[src/rtl/quad_pkg.sv]
// Shared types and helpers for the quadrature position/velocity block.
// Holds width defaults, the FSM state type and the velocity clamp.
package quad_pkg;

  localparam int POS_W_DEF = 32;
  localparam int VEL_W_DEF = 16;

  typedef enum logic {
    INIT,
    RUN
  } state_t;

  // Clamp a signed value to w bits; hit reports that clamping happened.
  function automatic logic signed [63:0] sat_vel(
    input  logic signed [63:0] d,
    input  int                 w,
    output logic               hit
  );
    logic signed [63:0] hi;
    logic signed [63:0] lo;
    hi  = (64'sd1 <<< (w - 1)) - 64'sd1;
    lo  = -(64'sd1 <<< (w - 1));
    hit = 1'b1;
    if (d > hi) begin
      sat_vel = hi;
    end else if (d < lo) begin
      sat_vel = lo;
    end else begin
      sat_vel = d;
      hit     = 1'b0;
    end
  endfunction

endpackage

[src/rtl/quad_pos_vel_if.sv]
// Decoder-count in, position/velocity out.
// master drives count_in/zero_req; slave is the block itself.
interface quad_pos_vel_if
  import quad_pkg::*;
#(
  parameter int POS_W = POS_W_DEF,
  parameter int VEL_W = VEL_W_DEF
);

  logic [7:0]              count_in;
  logic                    zero_req;
  logic signed [POS_W-1:0] position;
  logic signed [VEL_W-1:0] velocity;
  logic                    vel_valid;
  logic                    overflow;

  modport master (
    output count_in, zero_req,
    input  position, velocity,
    input  vel_valid, overflow
  );

  modport slave (
    input  count_in, zero_req,
    output position, velocity,
    output vel_valid, overflow
  );

endinterface

[src/rtl/quad_window_timer.sv]
// Velocity sample window timer.
// Counts 0..PERIOD_CYCLES-1 while run; tick marks the last count.
module quad_window_timer #(
  parameter int PERIOD_CYCLES = 12000
) (
  input  logic clk,
  input  logic rst_n,
  input  logic run,
  input  logic restart,
  output logic tick
);

  localparam int TW = $clog2(PERIOD_CYCLES);

  logic [TW-1:0] cnt;

  assign tick = run && (cnt == TW'(PERIOD_CYCLES - 1));

  always_ff @(posedge clk or negedge rst_n) begin
    if (!rst_n) begin
      cnt <= '0;
    end else if (!run || restart || tick) begin
      cnt <= '0;
    end else begin
      cnt <= cnt + 1'b1;
    end
  end

endmodule

[src/rtl/quad_pos_vel.sv]
// Unwraps the 8-bit decoder count into an absolute position
// and measures saturating velocity over a fixed window.
module quad_pos_vel
  import quad_pkg::*;
#(
  parameter int POS_W         = POS_W_DEF,
  parameter int VEL_W         = VEL_W_DEF,
  parameter int PERIOD_CYCLES = 12000
) (
  input logic            clk,
  input logic            rst_n,
  quad_pos_vel_if.slave  bus
);

  state_t state;
  state_t state_nx;
  logic   run;

  logic [7:0]              count_prev;
  logic signed [7:0]       delta;
  logic signed [POS_W-1:0] pos_next;
  logic signed [POS_W-1:0] pos_ref;
  logic signed [POS_W:0]   diff;
  logic signed [63:0]      diff_x;
  logic signed [63:0]      vel_sat;
  logic                    clamp;
  logic                    tick;
  logic                    zero;
  logic                    win_end;

  always_ff @(posedge clk or negedge rst_n) begin
    if (!rst_n) state <= INIT;
    else        state <= state_nx;
  end

  always_comb begin
    state_nx = state;
    unique case (state)
      INIT:    state_nx = RUN;
      RUN:     state_nx = RUN;
      default: state_nx = INIT;
    endcase
  end

  always_comb begin
    run = 1'b0;
    unique case (state)
      RUN:     run = 1'b1;
      default: run = 1'b0;
    endcase
  end

  // Signed mod-256 difference handles the 255<->0 wrap for free.
  assign delta    = signed'(bus.count_in - count_prev);
  assign pos_next = bus.position
                  + {{(POS_W-8){delta[7]}}, delta};
  assign diff     = {pos_next[POS_W-1], pos_next}
                  - {pos_ref[POS_W-1], pos_ref};
  assign diff_x   = {{(63-POS_W){diff[POS_W]}}, diff};
  assign zero     = run & bus.zero_req;
  assign win_end  = tick & ~bus.zero_req;

  always_comb begin
    vel_sat = sat_vel(diff_x, VEL_W, clamp);
  end

  quad_window_timer #(
    .PERIOD_CYCLES (PERIOD_CYCLES)
  ) u_timer (
    .clk     (clk),
    .rst_n   (rst_n),
    .run     (run),
    .restart (zero),
    .tick    (tick)
  );

  always_ff @(posedge clk or negedge rst_n) begin
    if (!rst_n) begin
      count_prev    <= '0;
      pos_ref       <= '0;
      bus.position  <= '0;
      bus.velocity  <= '0;
      bus.vel_valid <= 1'b0;
      bus.overflow  <= 1'b0;
    end else begin
      count_prev    <= bus.count_in;
      bus.vel_valid <= 1'b0;
      if (zero) begin
        bus.position <= '0;
        pos_ref      <= '0;
        bus.overflow <= 1'b0;
      end else if (run) begin
        bus.position <= pos_next;
        if (win_end) begin
          bus.velocity  <= vel_sat[VEL_W-1:0];
          bus.overflow  <= bus.overflow | clamp;
          pos_ref       <= pos_next;
          bus.vel_valid <= 1'b1;
        end
      end
    end
  end

endmodule

[src/flat_wrapper.sv]
// flat-port wrapper written by rule: the top's interface ports become plain ports
module quad_pos_vel_flat import quad_pkg::*;
#(
  parameter int POS_W         = POS_W_DEF,
  parameter int VEL_W         = VEL_W_DEF,
  parameter int PERIOD_CYCLES = 12000
)
  (clk, rst_n, bus_count_in, bus_zero_req, bus_position, bus_velocity, bus_vel_valid, bus_overflow);
  quad_pos_vel_if #(.POS_W(POS_W), .VEL_W(VEL_W)) bus_i ();
  input logic clk;
  input logic rst_n;
  input wire logic [$bits(bus_i.count_in)-1:0] bus_count_in;
  input wire logic [$bits(bus_i.zero_req)-1:0] bus_zero_req;
  output wire logic [$bits(bus_i.position)-1:0] bus_position;
  output wire logic [$bits(bus_i.velocity)-1:0] bus_velocity;
  output wire logic [$bits(bus_i.vel_valid)-1:0] bus_vel_valid;
  output wire logic [$bits(bus_i.overflow)-1:0] bus_overflow;
  assign bus_i.count_in = bus_count_in;
  assign bus_i.zero_req = bus_zero_req;
  assign bus_position = bus_i.position;
  assign bus_velocity = bus_i.velocity;
  assign bus_vel_valid = bus_i.vel_valid;
  assign bus_overflow = bus_i.overflow;
  quad_pos_vel #(.POS_W(POS_W), .VEL_W(VEL_W), .PERIOD_CYCLES(PERIOD_CYCLES)) u_core (.clk(clk), .rst_n(rst_n), .bus(bus_i));
endmodule
[config.mk]
export PLATFORM = sky130hd
export DESIGN_NAME = quad_pos_vel_flat
export DESIGN_NICKNAME = d
export VERILOG_FILES = /design/src/rtl/quad_pkg.sv /design/src/rtl/quad_pos_vel_if.sv /design/src/rtl/quad_window_timer.sv /design/src/rtl/quad_pos_vel.sv /design/src/flat_wrapper.sv
export SDC_FILE = /design/constraint.sdc
export NUM_CORES = 1
export LEC_CHECK = 0
export ABC_AREA = 0
export CAP_MARGIN = 5
export CORE_MARGIN = 5
export CORE_UTILIZATION = 59
export CTS_CLUSTER_SIZE = 28
export DETAILED_ROUTE_END_ITERATION = 8
export DONT_BUFFER_PORTS = 1
export PLACE_DENSITY = 0.74
export RECOVER_POWER = 50
export SETUP_SLACK_MARGIN = 0.02
export SYNTH_ARGS = -nofsm -noshare
export SYNTH_HDL_FRONTEND = slang
export SYNTH_SLANG_ARGS = --single-unit
[constraint.sdc]
create_clock -name clk -period 8.07 [get_ports clk]
set_clock_uncertainty 0.2 [all_clocks]
set_input_delay 0 -clock clk [delete_from_list [all_inputs] [get_ports clk]]
set_output_delay 0 -clock clk [all_outputs]
set_load 0.1 [all_outputs]
==> results by group <==
Logic synthesis
  • Yosys Warn Count: 0
  • Multiplexer area fraction after synthesis: 0.126%
  • FF+latch count, synth: 105
  • Combinational family with the most area after synthesis: compound AO/OA/AOI/OAI gates
  • Simple-gate portion of the synthesized area: 16.5%
  • Post-Synth XOR/XNOR Area: 7.77%
  • Post-synth top area share: 33.0%
  • Post-Syn Area: 7960 sq um
  • Post-Syn Nets: 1,013
  • Ys async rst share: 100%
  • Cell taking the most area after synthesis: dfrtp_1
  • Largest cells by area after synthesis: dfrtp_1 (33%), ha_1 (11%), a21oi_1 (6.4%), nand2_1 (4.7%), xnor2_1 (4.3%)
  • Post-synth EDFFs: 0
  • Post-synthesis sequential area ratio: 33.0%
  • Post-synthesis compound-gate area fraction: 23.9%
  • Prevailing post-synth register cell: dfrtp_1
  • Adder-Cell Fraction of Synth Area: 11.9%
  • Yosys cell types: 76
  • Mean Syn Cell Area: 8.57 sq um
  • Cells after synthesis: 928

Timing
  • Max Slew Vio Count: 106
  • Final hold violation count: 0
  • RSZ-0062 raised after global routing: false
  • Worst-margin pin slew: 5.64 ns
  • Final setup fails: 0
  • Hold slack: 0.0123 ns
  • Setup TNS: 0 ns
  • Fin crit share: 92.4%
  • Highest clock rate: 134 MHz
  • Tmin final: 7.45 ns
  • Relative slew slack: -276%

Worst setup path
  • Setup Crit Path Kind: reg -> reg
  • Critical path endpoint category: register
  • Worst EP required: 8.15 ns
  • Crit-path slowest cell: or4b_4
  • Worst setup SP type: register
  • Worst path top cell family by delay: compound AO/OA/AOI/OAI gates
  • Worst path bufs/invs: 2
  • Cell mode on critical path: a21oi_1
  • Crit-path max cell delay: 0.55 ns
  • Max Fanout on Critical Path: 16
  • Worst Path Arrival: 7.53 ns

Place
  • IO Port Bufs: 0
  • Gpl congestion: 0.928
  • DP HPWL: 14.3 mm

Detailed routing
  • Via count: 6,690
  • Post-DR vias/cell: 5.94
  • Remaining antenna violation count after routing: 0
  • DR pass1 iterations: 5
  • Final WL: 19.5 mm
  • DR iter-0 viols: 473
  • Routed length per instance: 17.4 microns
  • DR DRC count: 0

Clocking
  • CTS max path bufs: 2
  • Clock-pin slew on the worst setup and hold paths: 0.07 ns
  • Clock Sinks: 105
  • Clk_lat worst skew: 0.36 ns
  • Root Buffer: clkbuf_16
  • CTS tree: built
  • H-Tree Depth: 3
  • TritonCTS buffer count: 9

Finish
  • P&R area growth vs syn: 7.63%
  • Fillcell total: 1,188
  • Commonest non-fill, non-tap cells in the layout: dfrtp_1 (105), a21oi_1 (102), nand2_1 (100)
  • Most common cell after layout, fill and taps aside: dfrtp_1
  • Layout cells sized above 1: 5.26%
  • Diode count: 0
  • Nets@finish: 1,030

Floorplanning
  • Die span in y: 126 microns
  • Core Area: 13,200 sq um
  • Row Count: 42
  • Initial core utilization: 60.1%
  • Top Ports: 61
  • Die width: 126 microns
  • Die area: 15,900 sq um

Global routing
  • Tot GR Track Use: 24.7%
  • GR Util met2: 39.9%
  • Initial antenna violation count: 0
  • Busiest grt layer: met2
  • Vias in the first global route: 6,236
  • Grt ovf: 0
  • Global-route wire length before repair: 32.0 mm
  • Largest net degree at the start of global routing: 106
  • GR met1 Demand/Resource: 33.0%
  • Met3 GRT Util: 5.59%

Outcome
  • Outcome: complete, but fails checks
  • Failing checks: max-capacitance violations, max-slew violations

Flow run
  • Max-Cap Viols: 1

Hold path
  • Worst Hold Class: in -> reg
[cell usage after synthesis, drive strengths merged, types with 6 or more instances]
library cell,count
nand3,14
a21oi,108
o31ai,8
o211ai,9
inv,74
nand2,100
nand4,22
o21bai,10
and3,6
a31oi,7
or3,6
a22o,25
xnor2,39
o21ai,47
ha,71
a21o,24
nand2b,11
buf,16
clkbuf,20
o21a,10
nor2,81
nor2b,6
xor2,29
nor3,16
dfrtp,105
[registers in the layout, summed over array words and instances, names as in the netlist]
signal	cells
u_core.bus.position	32
u_core.bus.vel_valid	1
u_core.bus.overflow	1
u_core.state	1
u_core.count_prev	8
u_core.pos_ref	32
u_core.bus.velocity	16
u_core.u_timer.cnt	14
[layout make-up]
| cell class | count | area [sq um] | area share (%) |
|---|---|---|---|
| flip-flops and latches | 105 | 2630 | 30.7 |
| well taps | 176 | 220 | 2.57 |
| clock buffers | 14 | 254 | 2.97 |
| repair buffers | 42 | 315 | 3.68 |
| inverters | 76 | 285 | 3.33 |
| multi-input cells | 711 | 4820 | 56.3 |
| clock inverters | 2 | 37.5 | 0.438 |
[kinds of logic after synthesis]
logic type | after synthesis
AO/OA/AOI/OAI | 285
AND/OR/NAND/NOR | 281
buffers and inverters | 112
flip-flops | 105
adder cells (fa/ha/maj) | 74
XOR/XNOR | 69
other | 1
multiplexers | 1
[per-layer routing]
layer | vias to the layer above | wire [microns]
met3 | 37 | 1220
met4 | 0 | 545
li1 | 3317 | -
met1 | 3146 | 8670
met2 | 190 | 9120
met5 | - | 0
[stage by stage]
stage                     setup slack, ns  area [sq um]  util, %  std cells
after floorplan                     0.319          7960        -        928
after global placement              0.726          8120     61.3       1092
after detailed placement            0.436          8120     61.3       1092
after CTS                           0.331          8600     65.0       1125
after global routing               0.0406          8560     64.7       1126
final                               0.617          8560     64.7       1126
[timing repair]
action	4_1_cts	5_1_grt
setup buffers	0	1
gates resized for setup	0	2
endpoints found under the hold margin	182	0
hold buffers	17	0
setup endpoints to repair	0	16
[worst paths after layout]
path | cells after the start | start | slack (ns) | endpoint
worst max-delay path | 30 | u_core.count_prev[1] | 0.62 | u_core.bus.velocity[3]
worst min-delay path | 1 | bus_count_in[1] | 0.01 | u_core.count_prev[1]
worst max register to register | 30 | u_core.count_prev[1] | 0.62 | u_core.bus.velocity[3]
worst min register to register | 1 | u_core.u_timer.cnt[0] | 0.29 | u_core.u_timer.cnt[0]
max in group asynchronous | 2 | rst_n | 2.42 | u_core.u_timer.cnt[3]
min in group asynchronous | 2 | rst_n | 2.07 | u_core.pos_ref[29]
Power is not shown: default switching activity piles up to over one toggle a cycle in this logic, so the estimate is an artifact.
